File: src/rtl/screen_sequencer_pkg.sv
// Shared definitions for the screen-mode sequencer and the VGA overlay path.
// Holds the state encoding and the visible-row geometry.
package screen_sequencer_pkg;

    localparam int ROW_W        = 11;
    localparam int V_ACTIVE_DEF = 480;

    typedef logic [ROW_W-1:0] row_t;

    typedef enum logic [1:0] {
        ST_READY     = 2'd0,
        ST_PLAY      = 2'd1,
        ST_OVER_WIPE = 2'd2,
        ST_OVER_HOLD = 2'd3
    } state_e;

endpackage

File: src/rtl/screen_sequencer_edge_detect.sv
// Two-flop edge detector: delays the input once and registers the selected
// edge strobe, so the strobe is high for one cycle, one cycle after the edge.
module edge_detect #(
    parameter logic RST_VAL = 1'b0,
    parameter bit   FALL    = 1'b0
) (
    input  logic clk,
    input  logic rst_n,
    input  logic i_sig,
    output logic o_edge
);

    logic r_q;
    logic r_edge;
    logic w_edge;

    assign w_edge = FALL ? (~i_sig & r_q) : (i_sig & ~r_q);

    // NOTE: sequential state uses non-blocking assignments so every flop
    // samples the pre-edge value of its neighbours, independent of block order.
    always_ff @(posedge clk or negedge rst_n) begin
        if (!rst_n) begin
            r_q    <= RST_VAL;
            r_edge <= 1'b0;
        end else begin
            r_q    <= i_sig;
            r_edge <= w_edge;
        end
    end

    assign o_edge = r_edge;

endmodule

File: src/rtl/screen_sequencer.sv
// Screen-mode controller: READY -> PLAY -> OVER_WIPE -> OVER_HOLD -> READY,
// with a frame-synchronous top-down wipe row for the game-over overlay.
module screen_sequencer
    import screen_sequencer_pkg::*;
#(
    parameter int V_ACTIVE    = V_ACTIVE_DEF,
    parameter int WIPE_STEP   = 4,
    parameter int WIPE_DIV    = 1,
    parameter int HOLD_FRAMES = 120
) (
    input  logic             clk,
    input  logic             rst_n,
    input  logic             i_vsync,
    input  logic             i_key_start,
    input  logic             i_game_over_evt,
    output logic             o_ready_sig,
    output logic             o_over_sig,
    output logic [ROW_W-1:0] o_wipe_row,
    output logic             o_game_rst_pulse,
    output logic             o_game_run,
    output logic [1:0]       o_state_dbg
);

    localparam int SUM_W  = ROW_W + 1;
    localparam int HOLD_W = (HOLD_FRAMES < 2) ? 1 : $clog2(HOLD_FRAMES + 1);

    localparam logic [7:0]        DIV_LAST = 8'(WIPE_DIV - 1);
    localparam logic [HOLD_W-1:0] HOLD_MAX = HOLD_W'(HOLD_FRAMES);
    localparam row_t              V_ROW    = ROW_W'(V_ACTIVE);

    logic w_key_rise;
    logic w_frame_tick;

    edge_detect #(.RST_VAL(1'b0), .FALL(1'b0)) u_key_edge (
        .clk    (clk),
        .rst_n  (rst_n),
        .i_sig  (i_key_start),
        .o_edge (w_key_rise)
    );

    edge_detect #(.RST_VAL(1'b1), .FALL(1'b1)) u_vsync_edge (
        .clk    (clk),
        .rst_n  (rst_n),
        .i_sig  (i_vsync),
        .o_edge (w_frame_tick)
    );

    state_e            r_state;
    state_e            w_state_nxt;
    row_t              r_wipe_row;
    row_t              w_wipe_nxt;
    logic [7:0]        r_div;
    logic [7:0]        w_div_nxt;
    logic [HOLD_W-1:0] r_hold_cnt;
    logic [HOLD_W-1:0] w_hold_nxt;
    logic              r_ready;
    logic              r_over;
    logic              r_run;
    logic              r_game_rst;

    // Sum is one bit wider than a row so the clamp sees overshoot past V_ACTIVE.
    logic [SUM_W-1:0] w_wipe_sum;
    row_t             w_wipe_step;

    assign w_wipe_sum  = {1'b0, r_wipe_row} + SUM_W'(WIPE_STEP);
    assign w_wipe_step = (w_wipe_sum >= SUM_W'(V_ACTIVE)) ? V_ROW : w_wipe_sum[ROW_W-1:0];

    always_ff @(posedge clk or negedge rst_n) begin
        if (!rst_n) begin
            r_state <= ST_READY;
        end else begin
            r_state <= w_state_nxt;
        end
    end

    // NOTE: every signal driven here gets a default before the case, so no
    // path leaves it unassigned and no latch is inferred.
    always_comb begin
        w_state_nxt = r_state;
        w_wipe_nxt  = r_wipe_row;
        w_div_nxt   = r_div;
        w_hold_nxt  = r_hold_cnt;
        case (r_state)
            ST_READY: begin
                if (w_key_rise) begin
                    w_state_nxt = ST_PLAY;
                end
            end
            ST_PLAY: begin
                if (i_game_over_evt) begin
                    w_state_nxt = ST_OVER_WIPE;
                    w_wipe_nxt  = '0;
                    w_div_nxt   = '0;
                end
            end
            ST_OVER_WIPE: begin
                if (w_frame_tick) begin
                    if (r_div == DIV_LAST) begin
                        w_div_nxt  = '0;
                        w_wipe_nxt = w_wipe_step;
                        if (w_wipe_step == V_ROW) begin
                            w_state_nxt = ST_OVER_HOLD;
                            w_hold_nxt  = '0;
                        end
                    end else begin
                        w_div_nxt = r_div + 8'd1;
                    end
                end
            end
            ST_OVER_HOLD: begin
                w_wipe_nxt = V_ROW;
                // An early key edge is dropped, not remembered for later.
                if (w_key_rise && (r_hold_cnt == HOLD_MAX)) begin
                    w_state_nxt = ST_READY;
                    w_wipe_nxt  = '0;
                end else if (w_frame_tick && (r_hold_cnt != HOLD_MAX)) begin
                    w_hold_nxt = r_hold_cnt + HOLD_W'(1);
                end
            end
            default: begin
                w_state_nxt = ST_READY;
            end
        endcase
    end

    // NOTE: the asynchronous reset clears every flop, so outputs reach their
    // idle values as soon as rst_n falls, without waiting for a clock.
    always_ff @(posedge clk or negedge rst_n) begin
        if (!rst_n) begin
            r_wipe_row <= '0;
            r_div      <= '0;
            r_hold_cnt <= '0;
            r_ready    <= 1'b1;
            r_over     <= 1'b0;
            r_run      <= 1'b0;
            r_game_rst <= 1'b0;
        end else begin
            r_wipe_row <= w_wipe_nxt;
            r_div      <= w_div_nxt;
            r_hold_cnt <= w_hold_nxt;
            r_ready    <= (w_state_nxt == ST_READY);
            r_over     <= (w_state_nxt == ST_OVER_WIPE) || (w_state_nxt == ST_OVER_HOLD);
            r_run      <= (w_state_nxt == ST_PLAY);
            r_game_rst <= (r_state == ST_READY) && (w_state_nxt == ST_PLAY);
        end
    end

    assign o_ready_sig      = r_ready;
    assign o_over_sig       = r_over;
    assign o_wipe_row       = r_wipe_row;
    assign o_game_rst_pulse = r_game_rst;
    assign o_game_run       = r_run;
    assign o_state_dbg      = r_state;

endmodule

File: config.mk
export PLATFORM = sky130hd
export DESIGN_NAME = screen_sequencer
export DESIGN_NICKNAME = d
export VERILOG_FILES = /design/src/rtl/screen_sequencer_pkg.sv /design/src/rtl/screen_sequencer_edge_detect.sv /design/src/rtl/screen_sequencer.sv
export SDC_FILE = /design/constraint.sdc
export NUM_CORES = 1
export LEC_CHECK = 0
export ABC_CLOCK_PERIOD_IN_PS = 4150
export CAP_MARGIN = 20
export CORE_MARGIN = 1.5
export CORE_UTILIZATION = 55
export DETAILED_ROUTE_END_ITERATION = 10
export PLACE_DENSITY = 0.78
export SLEW_MARGIN = 20
export SYNTH_ARGS = -nofsm -noshare
export SYNTH_HDL_FRONTEND = slang
export SYNTH_SLANG_ARGS = --single-unit
File: constraint.sdc
create_clock -name clk -period 4.15 [get_ports clk]
set_input_delay 0.83 -clock clk [delete_from_list [all_inputs] [get_ports clk]]
set_output_delay 0.83 -clock clk [all_outputs]
set_load 0.01 [all_outputs]
; ---- Word-level counts from Yosys, hierarchy flattened
; Cells that the tools add are included.
; W data, S select, Z words.
[classes]
eq_ne = 15
n_reduce_logical = 13
magnitude_cmp = 1
muxes = 23
bitwise_logic = 4
addsub = 3
[ops]
columns = cell, n
row1 = $mux W11, 4
row2 = $mux W7, 5
row3 = $pmux W11 S3, 1
row4 = $mux W8, 3
row5 = $pmux W8 S2, 1
row6 = $pmux W7 S2, 1
row7 = $add A11 B3 Y12 const B, 1
row8 = $ge A12 B9 Y1 const B, 1
row9 = $mux W2, 6
row10 = $eq A11 B9 Y1 const B, 1
row11 = $ne A2 B2 Y1 const B, 5
row12 = $mux W9, 1
row13 = $add A8 B1 Y8 const B, 1
row14 = $eq A2 B2 Y1 const B, 4
row15 = $logic_not A8 Y1, 1
row16 = $pmux W2 S4, 1
row17 = $add A7 B1 Y7 const B, 1
row18 = $eq A7 B7 Y1 const B, 1
row19 = $ne A7 B7 Y1 const B, 1
row20 = $reduce_and A6 Y1, 1
row21 = $eq A2 B1 Y1 const B, 2
row22 = $logic_not A2 Y1, 2
row23 = $reduce_and A4 Y1, 1
row24 = $reduce_bool A2 Y1, 2
row25 = other kinds (7), 11
[word_totals]
inputBits = 5
wordCells = 71
ff_bits = 36

; ---- Depth between registers and ports, before layout
[depth]
depth_word = 10
mapped_depth = 7
depth_no_buf = 7

; ---- Hierarchy
; A second synthesis with hierarchy kept.
[hier_totals]
cells_unflattened = 187
area_unflattened_um2 = 1850.5
[modules_own_cells]
columns = mod, cells_each, n_inst, area_each_um2, seq_area_each_um2
row1 = screen_sequencer, 181, 1, 1721.7, 777.0
row2 = edge_detect at u_vsync_edge, 3, 1, 65.1, 51.3
row3 = edge_detect at u_key_edge, 3, 1, 63.8, 50.0

; ---- Worst setup path after synthesis
; No wires, ideal clock.
[synth_path]
kind = register to register
from = reg r_wipe_row[2] (netlist: o_wipe_row[2])
to = reg r_wipe_row[7] (netlist: o_wipe_row[7])
stages_incl_launch_ff = 7
t_arrival_ns = 1.862
n_path_buf = 0
required_time_ns = 4.024
setup_time_ns = 0.126
slack_ns = 2.162
cell_sequence = dfrtp_1 > ha_1 > nand2b_1 > a221oi_2 > o311ai_4 > o311ai_1 > a221o_1
[synth_via]
elab_chain_cells = 6
[synth_rtl]
columns = item, line_no
row1 = "start, declared", screen_sequencer.sv:50  ; row_t r_wipe_row;
row2 = "start signal, assigned", screen_sequencer.sv:138  ; r_wipe_row <= w_wipe_nxt;
row3 = $add A11 B3 Y12 (*), screen_sequencer.sv:65  ; assign w_wipe_sum = {1'b0, r_wipe_row} + SUM_W'(WIPE_STEP);
row4 = $ge A12 B9 Y1, screen_sequencer.sv:66  ; assign w_wipe_step = (w_wipe_sum >= SUM_W'(V_ACTIVE)) ? V_ROW : w_wipe_sum[ROW_W-1:0];
row5 = $mux W11 (*), screen_sequencer.sv:66
row6 = $mux W11 (*), screen_sequencer.sv:98  ; if (r_div == DIV_LAST) begin
row7 = $mux W11 (*), screen_sequencer.sv:97  ; if (w_frame_tick) begin
row8 = $pmux W11 S3 (*), screen_sequencer.sv:83  ; case (r_state)
; Mark *: on every way between the ends. The rest lies on a longest branch, timed or not. The select of a mux whose other input is x is not followed.
; A chain may end at the register's enable or synchronous reset.

; ---- Final worst setup path
[layout_path]
from = reg r_state[1] (netlist: o_state_dbg[1])
to = out o_state_dbg[1]
[layout_rtl]
columns = item, line_no
row1 = "start, declared", screen_sequencer.sv:48  ; state_e r_state;
row2 = "start signal, assigned", screen_sequencer.sv:72  ; r_state <= w_state_nxt;
row3 = "end, declared", screen_sequencer.sv:21  ; output logic [1:0] o_state_dbg
; No word-level cell between the ends.

==> qor.txt <==
Routed len/inst = 14.6 um
Hold Path Cell Cnt = 1
Initial cell density of the core = 57.4%
Clock transition at the registers of the reported paths = 100 ps
Post-CTS setup buffers = 0
Register area share after synthesis = 45.9%
Diode count = 0
CP max FO = 13
Initial antenna violation count = 0
Worst Hold Launch = u_key_edge.r_q
DRT iter0 DRCs = 117
Setup violations, final = 0
Number of synthesized register bits = 35
Final cell count without fillers = 265
Number of cell rows = 21
Syn nets = 205
TritonCTS clock tree = built
Slew HR = 65.6%
Hold EP = u_key_edge.o_edge
Max-cap violations = 0
Least-Margin Pin Slew = 512 ps
Setup crit end kind = output port
Total number of vias = 1554
Htree depth = 2
Placer Congestion = 0.898
Crit-path cells = clkdlybuf4s50_1
Final WL = 3.87 mm
Die height = 62.0 um
Crit path buffers/inverters = 1
Port buffer count = 21
Root buffer cell = clkbuf_4
Fmax = 423 MHz
Worst VDD drop = 0.253 mV
Worst Path Arrival = 1540 ps
Crit Path Class = reg2out
Yosys top cell area share = 43.1%
Initial DRT Pass Iterations = 4
Worst-Skew Late Latency = 340 ps
Vias in the first global route = 1406
Family with the most delay on the worst path = buffers and inverters
Synthesis warning total = 0
Reg2Reg Setup Slack = 1940 ps
Cts repair resizes = 0
Synthesis-to-layout area growth = 18.2%
Gate Count Post-Synth = 194
Setup crit start kind = flop
Area leader, netlist = dfrtp_1
Pwr dens = 563 nW/um^2
Die X = 62.0 um
CORE AREA = 3340 sq um
CP max-delay cell = clkdlybuf4s50_1
Mapped cell area = 1910 sq um
I/O pins = 22
CTS Hold Bufs = 0
Top FF cell, synth = dfrtp_1
Slew Limit Fails = 0
Outcome = finished clean
Reg2reg start = o_wipe_row[2]
Die area = 3840 sq um
Number of enable flip-flop cells after synthesis = 0
Post-DP HPWL = 2.74 mm
DRC viols = 0
Share of post-route cells with drive strength above 1 = 10.5%
Clock sinks = 35
Tot Pwr = 1270 uW
Clk_skew = 6.22 ps
Syn_area_per_cell = 9.87 sq um
Leak Pwr = 0.000974 uW
Largest net degree at the start of global routing = 36
Final Net Count = 229
CP required = 3320 ps
Worst hold slack = 405 ps
CP max stage delay = 620 ps
Final Hold Vio Count = 0
Clock Path Buffers = 2
Asr flop ratio synth = 100%
Num CTS Buffers = 5
Period utilization = 57.0%
Worst R2R End = o_wipe_row[7]
Final ANT Viol Nets = 0
Dpl ws = 1810 ps
Synth cell types = 50
Remaining global-route overflow = 0
RSZ-0062 raised after global routing = no
Hold Path Class = reg2reg
Placed Instances = 257
Worst Reg2Reg Path Length in Cells = 6
Via-per-instance ratio = 5.86
Final Critical Period = 2370 ps
Tot GR Track Use = 22.1%
PnR worst setup slack = 1780 ps
First-pass GRT wire length = 6.22 mm
Setup TNS = 0 ps
Synth top area cells = dfrtp_1 43%, ha_1 3.9%, nor2_1 3.9%
==> state kept, by name, indices dropped and copies added, names as in the netlist <==
name / cells
o_wipe_row: 11
u_key_edge.r_q: 1
u_vsync_edge.o_edge: 1
o_game_run: 1
o_game_rst_pulse: 1
o_state_dbg: 2
o_ready_sig: 1
u_key_edge.o_edge: 1
r_div: 8
u_vsync_edge.r_q: 1
r_hold_cnt: 7
==> power breakdown <==
part / internal (uW) / total (uW) / switching, uW / leakage [uW]
logic: 224 / 448 / 224 / 0.000465
clock network: 188 / 302 / 114 / 0.0000525
registers: 405 / 524 / 119 / 0.000456
total: 817 / 1270 / 458 / 0.000974
==> synth_stat cells (2+ instances only) <==
| cell | n |
|---|---|
| a21oi_1 | 3 |
| a31oi_1 | 3 |
| nand3b_1 | 4 |
| clkbuf_1 | 2 |
| nand4_1 | 4 |
| nor2_1 | 20 |
| o21ai_0 | 11 |
| nor2b_1 | 7 |
| and2_1 | 2 |
| nand2_1 | 14 |
| o31ai_1 | 3 |
| nand3_1 | 4 |
| nand2b_1 | 8 |
| buf_4 | 2 |
| o21bai_1 | 2 |
| and3_1 | 7 |
| dfrtp_1 | 33 |
| a221o_1 | 3 |
| ha_1 | 6 |
| nand2_2 | 2 |
| inv_1 | 11 |
| xnor2_1 | 8 |
| nor3_1 | 4 |
| nor4b_2 | 2 |
| dfstp_2 | 2 |
| a21o_1 | 3 |
==> worst max path at each step <==
stage | startpoint | end | cells past startpoint
floorplan | o_wipe_row[2] | o_wipe_row[7] | 6
global placement | i_game_over_evt | o_wipe_row[7] | 6
detailed placement | i_game_over_evt | o_wipe_row[7] | 6
CTS | o_state_dbg[1] | o_over_sig | 1
global route | o_state_dbg[0] | o_state_dbg[0] | 1
finish | o_state_dbg[1] | o_state_dbg[1] | 1
==> routing by layer <==
layer	global-route usage (%)	vias to the layer above	routed length [um]
met4	6.38	0	53
met3	6.21	7	205
met5	0	-	0
met2	34.8	53	1850
met1	30.0	759	1770
li1	-	735	-
==> cells in the final DEF, fill, tap and decap left out, drive strengths merged, types with 2 or more instances in the layout <==
cell	instances
clkdlybuf4s50	21
nand2b	8
and2	2
o311ai	2
nand3b	4
bufinv	2
dfrtp	33
o31ai	3
nor2b	7
a221o	3
nand2	16
nor3	4
o21bai	2
a31oi	3
ha	6
inv	11
clkbuf	6
a21oi	4
o21ai	12
xnor2	8
nor2	20
nor4b	2
and3	8
dfstp	2
nand3	5
a21o	3
nand4	4
==> area by class of cell <==
type	instances	area (sq um)
Fill cell	259	1070
Multi-Input combinational cell	143	967
Sequential cell	35	878
Timing Repair Buffer	22	218
Clock inverter	2	60.1
Tap cell	46	57.6
Clock buffer	6	41.3
Inverter	11	41.3
==> worst reg2reg max path: cells and delay by family, from the launching register on <==
kind / cells / cell delay, ps
AOI/OAI and AO/OA: 4 / 1080
and+or+nand+nor: 1 / 170
adders and majority gates: 1 / 360
DFF: 1 / 500
==> kinds of logic (layout without fill, tap and decap cells) <==
family | Yosys count | count (layout) | synth area share, %
xor gates and xnor gates | 9 | 9 | 4.51
muxes | 1 | 1 | 0.588
and+or+nand+nor | 85 | 85 | 24.8
AOI/OAI and AO/OA | 42 | 42 | 16.7
DFF | 35 | 35 | 45.9
adders and majority gates | 6 | 6 | 3.92
buffers and inverters | 16 | 41 | 3.59
==> per-stage QoR <==
step           area, sq um  util, %
2_1_floorplan         1910        -
3_3_place_gp          2160     64.8
3_5_place_dp          2160     64.8
4_1_cts               2260     67.8
5_1_grt               2260     67.8
6_report              2260     67.8
No activity file was read; power rests on OpenSTA's default activity.
